[src/rtl/mult_control_fsm.sv]
`default_nettype none
// ============================================================================
// Module      : mult_control_fsm
// Description : Sequencing controller for the 8-bit signed add-shift
//               multiplier.  A single FSM with a 3-bit iteration counter
//               issues clear/load/add/subtract/shift strobes so that X:A:B
//               holds the 16-bit two's-complement product S x B.
// Revision    : 1.0 - initial release
// ============================================================================
module mult_control_fsm (
  input  logic       clk_i,
  input  logic       rst_i,
  input  logic       clear_a_load_b_i,
  input  logic       execute_i,
  input  logic       m_i,
  output logic       clr_ld_o,
  output logic       clr_xa_o,
  output logic       add_o,
  output logic       sub_o,
  output logic       shift_o,
  output logic       busy_o,
  output logic       done_o,
  output logic [2:0] count_o
);

  typedef enum logic [2:0] {
    S_IDLE  = 3'd0,
    S_CLEAR = 3'd1,
    S_ADD   = 3'd2,
    S_SHIFT = 3'd3,
    S_HOLD  = 3'd4
  } state_t;

  localparam logic [2:0] C_LAST_ITER = 3'd7;

  state_t     state_q, state_d;
  logic [2:0] count_q, count_d;
  logic       clr_xa_q, clr_xa_d;
  logic       shift_q, shift_d;
  logic       busy_q, busy_d;
  logic       done_q, done_d;

  // Next-state and counter logic; state-only outputs are decoded from the
  // next state so they can be registered and line up with the state itself.
  always_comb begin
    state_d = state_q;
    count_d = count_q;
    case (state_q)
      S_IDLE: begin
        // Load request wins over Execute when both are high.
        if (!clear_a_load_b_i && execute_i) begin
          state_d = S_CLEAR;
        end
      end
      S_CLEAR: begin
        count_d = 3'd0;
        state_d = S_ADD;
      end
      S_ADD: begin
        state_d = S_SHIFT;
      end
      S_SHIFT: begin
        count_d = count_q + 3'd1;
        state_d = (count_q == C_LAST_ITER) ? S_HOLD : S_ADD;
      end
      S_HOLD: begin
        // Execute must drop before a new run can start.
        if (!execute_i) begin
          state_d = S_IDLE;
        end
      end
      default: begin
        state_d = S_IDLE;
        count_d = 3'd0;
      end
    endcase

    clr_xa_d = (state_d == S_CLEAR);
    shift_d  = (state_d == S_SHIFT);
    busy_d   = (state_d == S_CLEAR) || (state_d == S_ADD) || (state_d == S_SHIFT);
    done_d   = (state_d == S_HOLD);
  end

  // State, counter and registered outputs; reset aborts any run at once.
  always_ff @(posedge clk_i or posedge rst_i) begin
    if (rst_i) begin
      state_q  <= S_IDLE;
      count_q  <= 3'd0;
      clr_xa_q <= 1'b0;
      shift_q  <= 1'b0;
      busy_q   <= 1'b0;
      done_q   <= 1'b0;
    end else begin
      state_q  <= state_d;
      count_q  <= count_d;
      clr_xa_q <= clr_xa_d;
      shift_q  <= shift_d;
      busy_q   <= busy_d;
      done_q   <= done_d;
    end
  end

  // The last iteration subtracts because B[7] carries weight -128.
  assign add_o    = (state_q == S_ADD) && m_i && (count_q != C_LAST_ITER);
  assign sub_o    = (state_q == S_ADD) && m_i && (count_q == C_LAST_ITER);
  // Loading is only honoured while no run is in progress.
  assign clr_ld_o = clear_a_load_b_i && ((state_q == S_IDLE) || (state_q == S_HOLD));

  assign clr_xa_o = clr_xa_q;
  assign shift_o  = shift_q;
  assign busy_o   = busy_q;
  assign done_o   = done_q;
  assign count_o  = count_q;

endmodule
`default_nettype wire

[config.mk]
export PLATFORM = sky130hd
export DESIGN_NAME = mult_control_fsm
export DESIGN_NICKNAME = d
export VERILOG_FILES = /design/src/rtl/mult_control_fsm.sv
export SDC_FILE = /design/constraint.sdc
export NUM_CORES = 1
export LEC_CHECK = 0
export ABC_AREA = 1
export BUFFER_PORTS_ARGS = -buffer_cell sky130_fd_sc_hd__buf_4
export CAP_MARGIN = 20
export CORE_AREA = 2 2 39 41
export CTS_CLUSTER_SIZE = 8
export DETAILED_ROUTE_END_ITERATION = 7
export DIE_AREA = 0 0 41 43
export SYNTH_ARGS = -nofsm -noshare
export SYNTH_HDL_FRONTEND = slang
export SYNTH_SLANG_ARGS = --single-unit
[constraint.sdc]
create_clock -name clk_i -period 2.1 [get_ports clk_i]
set_input_delay 0.525 -clock clk_i [delete_from_list [all_inputs] [get_ports clk_i]]
set_output_delay 0.525 -clock clk_i [all_outputs]
set_load 0.005 [all_outputs]
==> metrics.md, run 1 <==
| Metric | Value |
|---|---|
| Status | `complete, no violations` |
| Hold Vio Cnt, Final | `0` |
| Cells after synthesis | `47` |
| Worst Path Required | `1570 ps` |
| Reg power frac | `0.428` |
| GR Util met2 | `0.1469` |
| Wire length per cell | `10.61 um` |
| Die Wd | `41 um` |
| Setup crit end kind | `output port` |
| ANT cells | `0` |
| Post-CTS setup buffer count | `0` |
| Leak | `0.3292 nW` |
| P&R area growth vs syn | `33.91%` |
| Router iterations before antenna repair | `4` |
| Total negative setup slack | `0 ps` |
| Switch Pwr | `0.2779 mW` |
| DP Wirelength | `663.2 um` |
| Root buffer cell | `clkbuf_4` |
| First-pass GRT wire length | `1283 um` |
| Post-synthesis sequential area ratio | `0.5747` |
| Syn Area/Cell | `9.264 um2` |
| Comb pwr share | `0.405` |
| Slew @ Worst Pin | `384.8 ps` |
| Final min period | `1957 ps` |
| Final setup viols | `0` |
| GPL Wtd Cong | `0.7382` |
| Clk Latency, worst-skew pair | `260 ps` |
| Final WL | `849 um` |
| Post-synth cell types | `10` |
| Met3 GRT Util | `0.04712` |
| Reg area | `250.2 um2` |
| # hold bufs at CTS | `0` |
| Int Pwr | `0.4723 mW` |
| M1 GR Usage | `0.1481` |
| HP Class | `in -> async` |
| Crit path DAT | `1430 ps` |
| Layout cells sized above 1 | `0.2969` |
| Initial antenna violation count | `0` |
| GRT Residual Overflow | `0` |
| Number of CTS-inserted buffers | `3` |
| Yosys reg bits | `10` |
| Initial Utilization | `0.3146` |
| Max Slew Vio Count | `0` |
| Crit Path Max Fanout | `4` |
| Multi-input logic area | `140.1 um2` |
| Clock Skews | `0.5354 ps` |
| # H-tree levels | `1` |
| Max VDD drop | `0.5088 mV` |
| Switching share of power | `0.3704` |
| Clock power frac | `0.167` |
| Post-DRT Antenna Nets | `0` |
| CTS Sinks | `10` |
| Routed vias/inst | `4.425` |
| # rows | `14` |
| Pwr per Cell Area | `1287 nW/um2` |
| Clock tree from TritonCTS | `built` |
| Die area | `1763 um2` |
| RSZ-0062 raised after global routing | `false` |
| Clock transition at path regs | `60 ps` |
| CORE AREA | `1384 um2` |
| Busiest layer in global routing | `met1` |
| Post-layout util | `0.4213` |
| CTS-repair resized insts | `0` |
| Post-Syn Area | `435.4 um2` |
| Initial DRC count | `6` |
| # DRC | `0` |
| Fillers | `150` |
| Vias in the first global route | `312` |
| Fmax | `0.5111 GHz` |
| Part of the cycle the worst path needs | `0.9317` |
| Ports | `15` |
| Routed vias | `354` |
| # port buffers | `14` |
| Max_slew headroom | `0.7432` |
| Max_cap viols | `0` |
| Clk buf depth | `2` |
| Startpoint type of the worst setup path | `register` |
| Largest net degree at the start of global routing | `11` |
| Ys Warns | `0` |
| Total Routing Usage GR | `0.1171` |
| Die H | `43 um` |
| Setup CP Type | `reg -> out` |
| Nets | `73` |
| Mapped Nets | `54` |
-- path summary, 6_finish.rpt --
check	from	to	slack, ps	depth (start not counted)
worst max register to register	count_o[0]	state_q[1]	980	5
worst min register to register	count_o[0]	count_o[0]	520	1
max in group asynchronous	rst_i	state_q[2]	1580	2
min in group clk_i	count_o[0]	count_o[0]	520	1
worst min-delay path	rst_i	count_o[1]	240	2
worst max-delay path	count_o[0]	add_o	140	4
-- synth_stat cells --
cell	instances	share of area
inv_1	12	0.10
a21oi_1	1	0.011
nand3_1	5	0.057
dfrtp_1	10	0.57
nor3_1	2	0.023
nand2_1	5	0.043
nor2_1	3	0.026
o21ai_1	5	0.057
ha_1	2	0.057
nand3_2	2	0.046
-- kinds of logic (layout without fill, tap and decap cells) --
| group | count (synthesis) | after routing | share of synthesized area |
|---|---|---|---|
| buf+inv | 12 | 29 | 0.1034 |
| fa+ha+maj | 2 | 2 | 0.05746 |
| compound gates | 6 | 6 | 0.06895 |
| flops | 10 | 10 | 0.5747 |
| simple gates | 17 | 17 | 0.1954 |
-- registers in the layout (all words and copies together) (netlist names) --
name	count
count_o	3
state_q	3
busy_o	1
shift_o	1
done_o	1
clr_xa_o	1
-- placed cells by master, fill, tap and decap left out --
master    netlist  routed
nand3_2         2       2
clkbuf_4        0       3
ha_1            2       2
nand3_1         5       5
o21ai_1         5       5
inv_1          12      12
nand2_1         5       5
a21oi_1         1       1
dfrtp_1        10      10
nor3_1          2       2
nor2_1          3       3
buf_4           0      14
-- per-layer routing --
metal,up-vias,share of wire
met4,0,0.012
met3,2,0.064
li1,186,-
met2,12,0.48
met5,-,0
met1,154,0.45
-- through the flow --
step | setup WS (ps) | cell area, um2 | cells | hold slack, ps | total power, mW
after floorplan | 565.2 | 435.4 | 47 | 365.2 | 0.4917
final | 143.3 | 583.1 | 80 | 243.9 | 0.7502
after global placement | 411.1 | 560.5 | 77 | 494.5 | 0.6275
after detailed placement | 413.4 | 560.5 | 77 | 506.9 | 0.6323
after global routing | 43.40 | 583.1 | 80 | 268.4 | 0.8213
after CTS | 119.6 | 583.1 | 80 | 252.5 | 0.7648
-- worst max-delay path, cell delays in order, from the launching register on --
cell	delay [ps]
dfrtp_1	410
ha_1	210
ha_1	200
nor3_1	210
buf_4	140
-- layout make-up --
class                      count  area share
timing repair buffer          14      0.1803
multi-input combinational     25      0.2403
clock buffer                   3     0.03863
inverter                      12     0.07725
tap                           16     0.03433
sequential                    10      0.4292
-- power groups by stage --
stage	registers [mW]	clock network, mW	logic [mW]
final	0.321	0.125	0.304
after global routing	0.330	0.145	0.347
after CTS	0.321	0.133	0.311
after detailed placement	0.325	0	0.307
after global placement	0.324	0	0.304
after floorplan	0.321	0	0.170
(Power assumes the default switching activity.)
==> inputs of run 2 (changes only) <==
Clock period 2.1 ns to 1.93 ns, I/O delays scaled along.
==> run 2 against run 1 <==
Count of clock-buffer cells in the layout unchanged. Via count up 3.7%. Global-route usage grew 0.20 points. Cell area grew 5.6%. Power up 16%. Utilization is 2.4 points higher. Combinational power up 25%. Clock skew is 1.4 ps higher. Critical path type unchanged.
==> metrics.md, run 2 (synthesis results as in run 1) <==
| Metric | Value |
|---|---|
| Crit path DAT | `1350 ps` |
| Total negative setup slack | `0 ps` |
| Worst Path Required | `1450 ps` |
| Slew @ Worst Pin | `384.8 ps` |
| Routed vias | `367` |
| # DRC | `0` |
| Initial DRC count | `10` |
| # H-tree levels | `1` |
| Clk buf depth | `2` |
| HP Class | `in -> async` |
| Post-DRT Antenna Nets | `0` |
| Clk Latency, worst-skew pair | `260 ps` |
| Largest net degree at the start of global routing | `11` |
| Final setup viols | `0` |
| ANT cells | `0` |
| Hold Vio Cnt, Final | `0` |
| Total Routing Usage GR | `0.1191` |
| Vias in the first global route | `312` |
| Startpoint type of the worst setup path | `register` |
| Nets | `74` |
| RSZ-0062 raised after global routing | `false` |
| Clock transition at path regs | `60 ps` |
| Max_cap viols | `0` |
| Crit-path max cell delay | `390 ps` |
| Max_slew headroom | `0.7432` |
| Root buffer cell | `clkbuf_4` |
| Leak | `0.3327 nW` |
| Most common cell after layout, fill and taps aside | `buf_4` |
| GRT Residual Overflow | `0` |
| Status | `complete, no violations` |
| GPL Wtd Cong | `0.7382` |
| Initial Utilization | `0.3146` |
| Final WL | `923 um` |
| DP Wirelength | `663.2 um` |
| Routed vias/inst | `4.531` |
| Number of CTS-inserted buffers | `3` |
| CP max stage cell | `dfrtp_1` |
| Router iterations before antenna repair | `4` |
| Setup CP Type | `reg -> out` |
| Most frequent cells in the layout | `15 x buf_4, 12 x inv_1, 10 x dfrtp_1` |
| Die Wd | `41 um` |
| Fillers | `150` |
| P&R area growth vs syn | `41.38%` |
| Clock Skews | `1.930 ps` |
| Layout cells sized above 1 | `0.3692` |
| Setup crit end kind | `output port` |
| Crit-path cells | `ha_2 -> ha_4 -> inv_1 -> nor3_2 -> buf_4` |
| Die area | `1763 um2` |
| Fmax | `0.5467 GHz` |
| Max VDD drop | `0.5706 mV` |
| First-pass GRT wire length | `1304 um` |
| CORE AREA | `1384 um2` |
| # rows | `14` |
| Ports | `15` |
| Pwr per Cell Area | `1413 nW/um2` |
| Initial antenna violation count | `0` |
| # hold bufs at CTS | `0` |
| # port buffers | `14` |
| Wire length per cell | `11.40 um` |
| Die H | `43 um` |
| Hold Worst Slack | `201.8 ps` |
| Part of the cycle the worst path needs | `0.9478` |
| Clock tree from TritonCTS | `built` |
| CTS Sinks | `10` |
| Max Slew Vio Count | `0` |
| Crit Path Max Fanout | `4` |
| Final min period | `1829 ps` |
==> run 2: timing repair <==
item | in CTS | in global routing
endpoints found under the hold margin | 0 | 0
gates resized for setup | 1 | 4
setup buffers | 0 | 1
cloned | 0 | 0
endpoints found under the setup margin | 1 | 2
==> run 2: path summary, 6_finish.rpt <==
path | startpoint | to | slack [ps] | depth (start not counted)
worst min register to register | count_o[0] | count_o[0] | 530 | 1
worst min-delay path | rst_i | count_o[1] | 200 | 2
min in group clk_i | execute_i | done_o | 510 | 3
max in group asynchronous | rst_i | count_o[0] | 1460 | 2
worst max-delay path | count_o[0] | sub_o | 100 | 5
worst max register to register | count_o[0] | count_o[2] | 810 | 4
==> run 2: cell type report <==
cell class / instances / area, um2 / area share
inverters: 12 / 45.04 / 0.07317
multi-input cells: 25 / 165.2 / 0.2683
well taps: 16 / 20.02 / 0.03252
clock buffers: 3 / 22.52 / 0.03659
flip-flops and latches: 10 / 250.2 / 0.4065
repair buffers: 15 / 112.6 / 0.1829
==> run 2: critical path, delay by kind of cell (launching register included) <==
kind / cells / cell delay [ps]
flops: 1 / 390
fa+ha+maj: 2 / 350
simple gates: 1 / 160
buf+inv: 2 / 190
==> run 2: metal layers <==
layer / vias up / track usage / wire length [um]
met1: 168 / 0.1481 / 398
met4: 0 / 0.1000 / 10
li1: 186 / - / -
met2: 11 / 0.1531 / 467
met3: 2 / 0.04712 / 47
met5: - / 0 / 0
==> run 2: power by group <==
part	internal (mW)	switching, mW
registers	0.284	0.0711
clock network	0.0717	0.0639
logic	0.187	0.192
==> run 2: per-stage QoR <==
step	power [mW]	util	cells	cell area, um2	setup WS [ps]
2_1_floorplan	0.5350	-	47	435.4	437.7
3_3_place_gp	0.6828	0.4051	77	560.5	283.6
3_5_place_dp	0.6880	0.4051	77	560.5	285.9
4_1_cts	0.8369	0.4250	80	588.1	23.23
5_1_grt	0.9492	0.4448	81	615.6	5.596
6_report	0.8698	0.4448	81	615.6	100.8
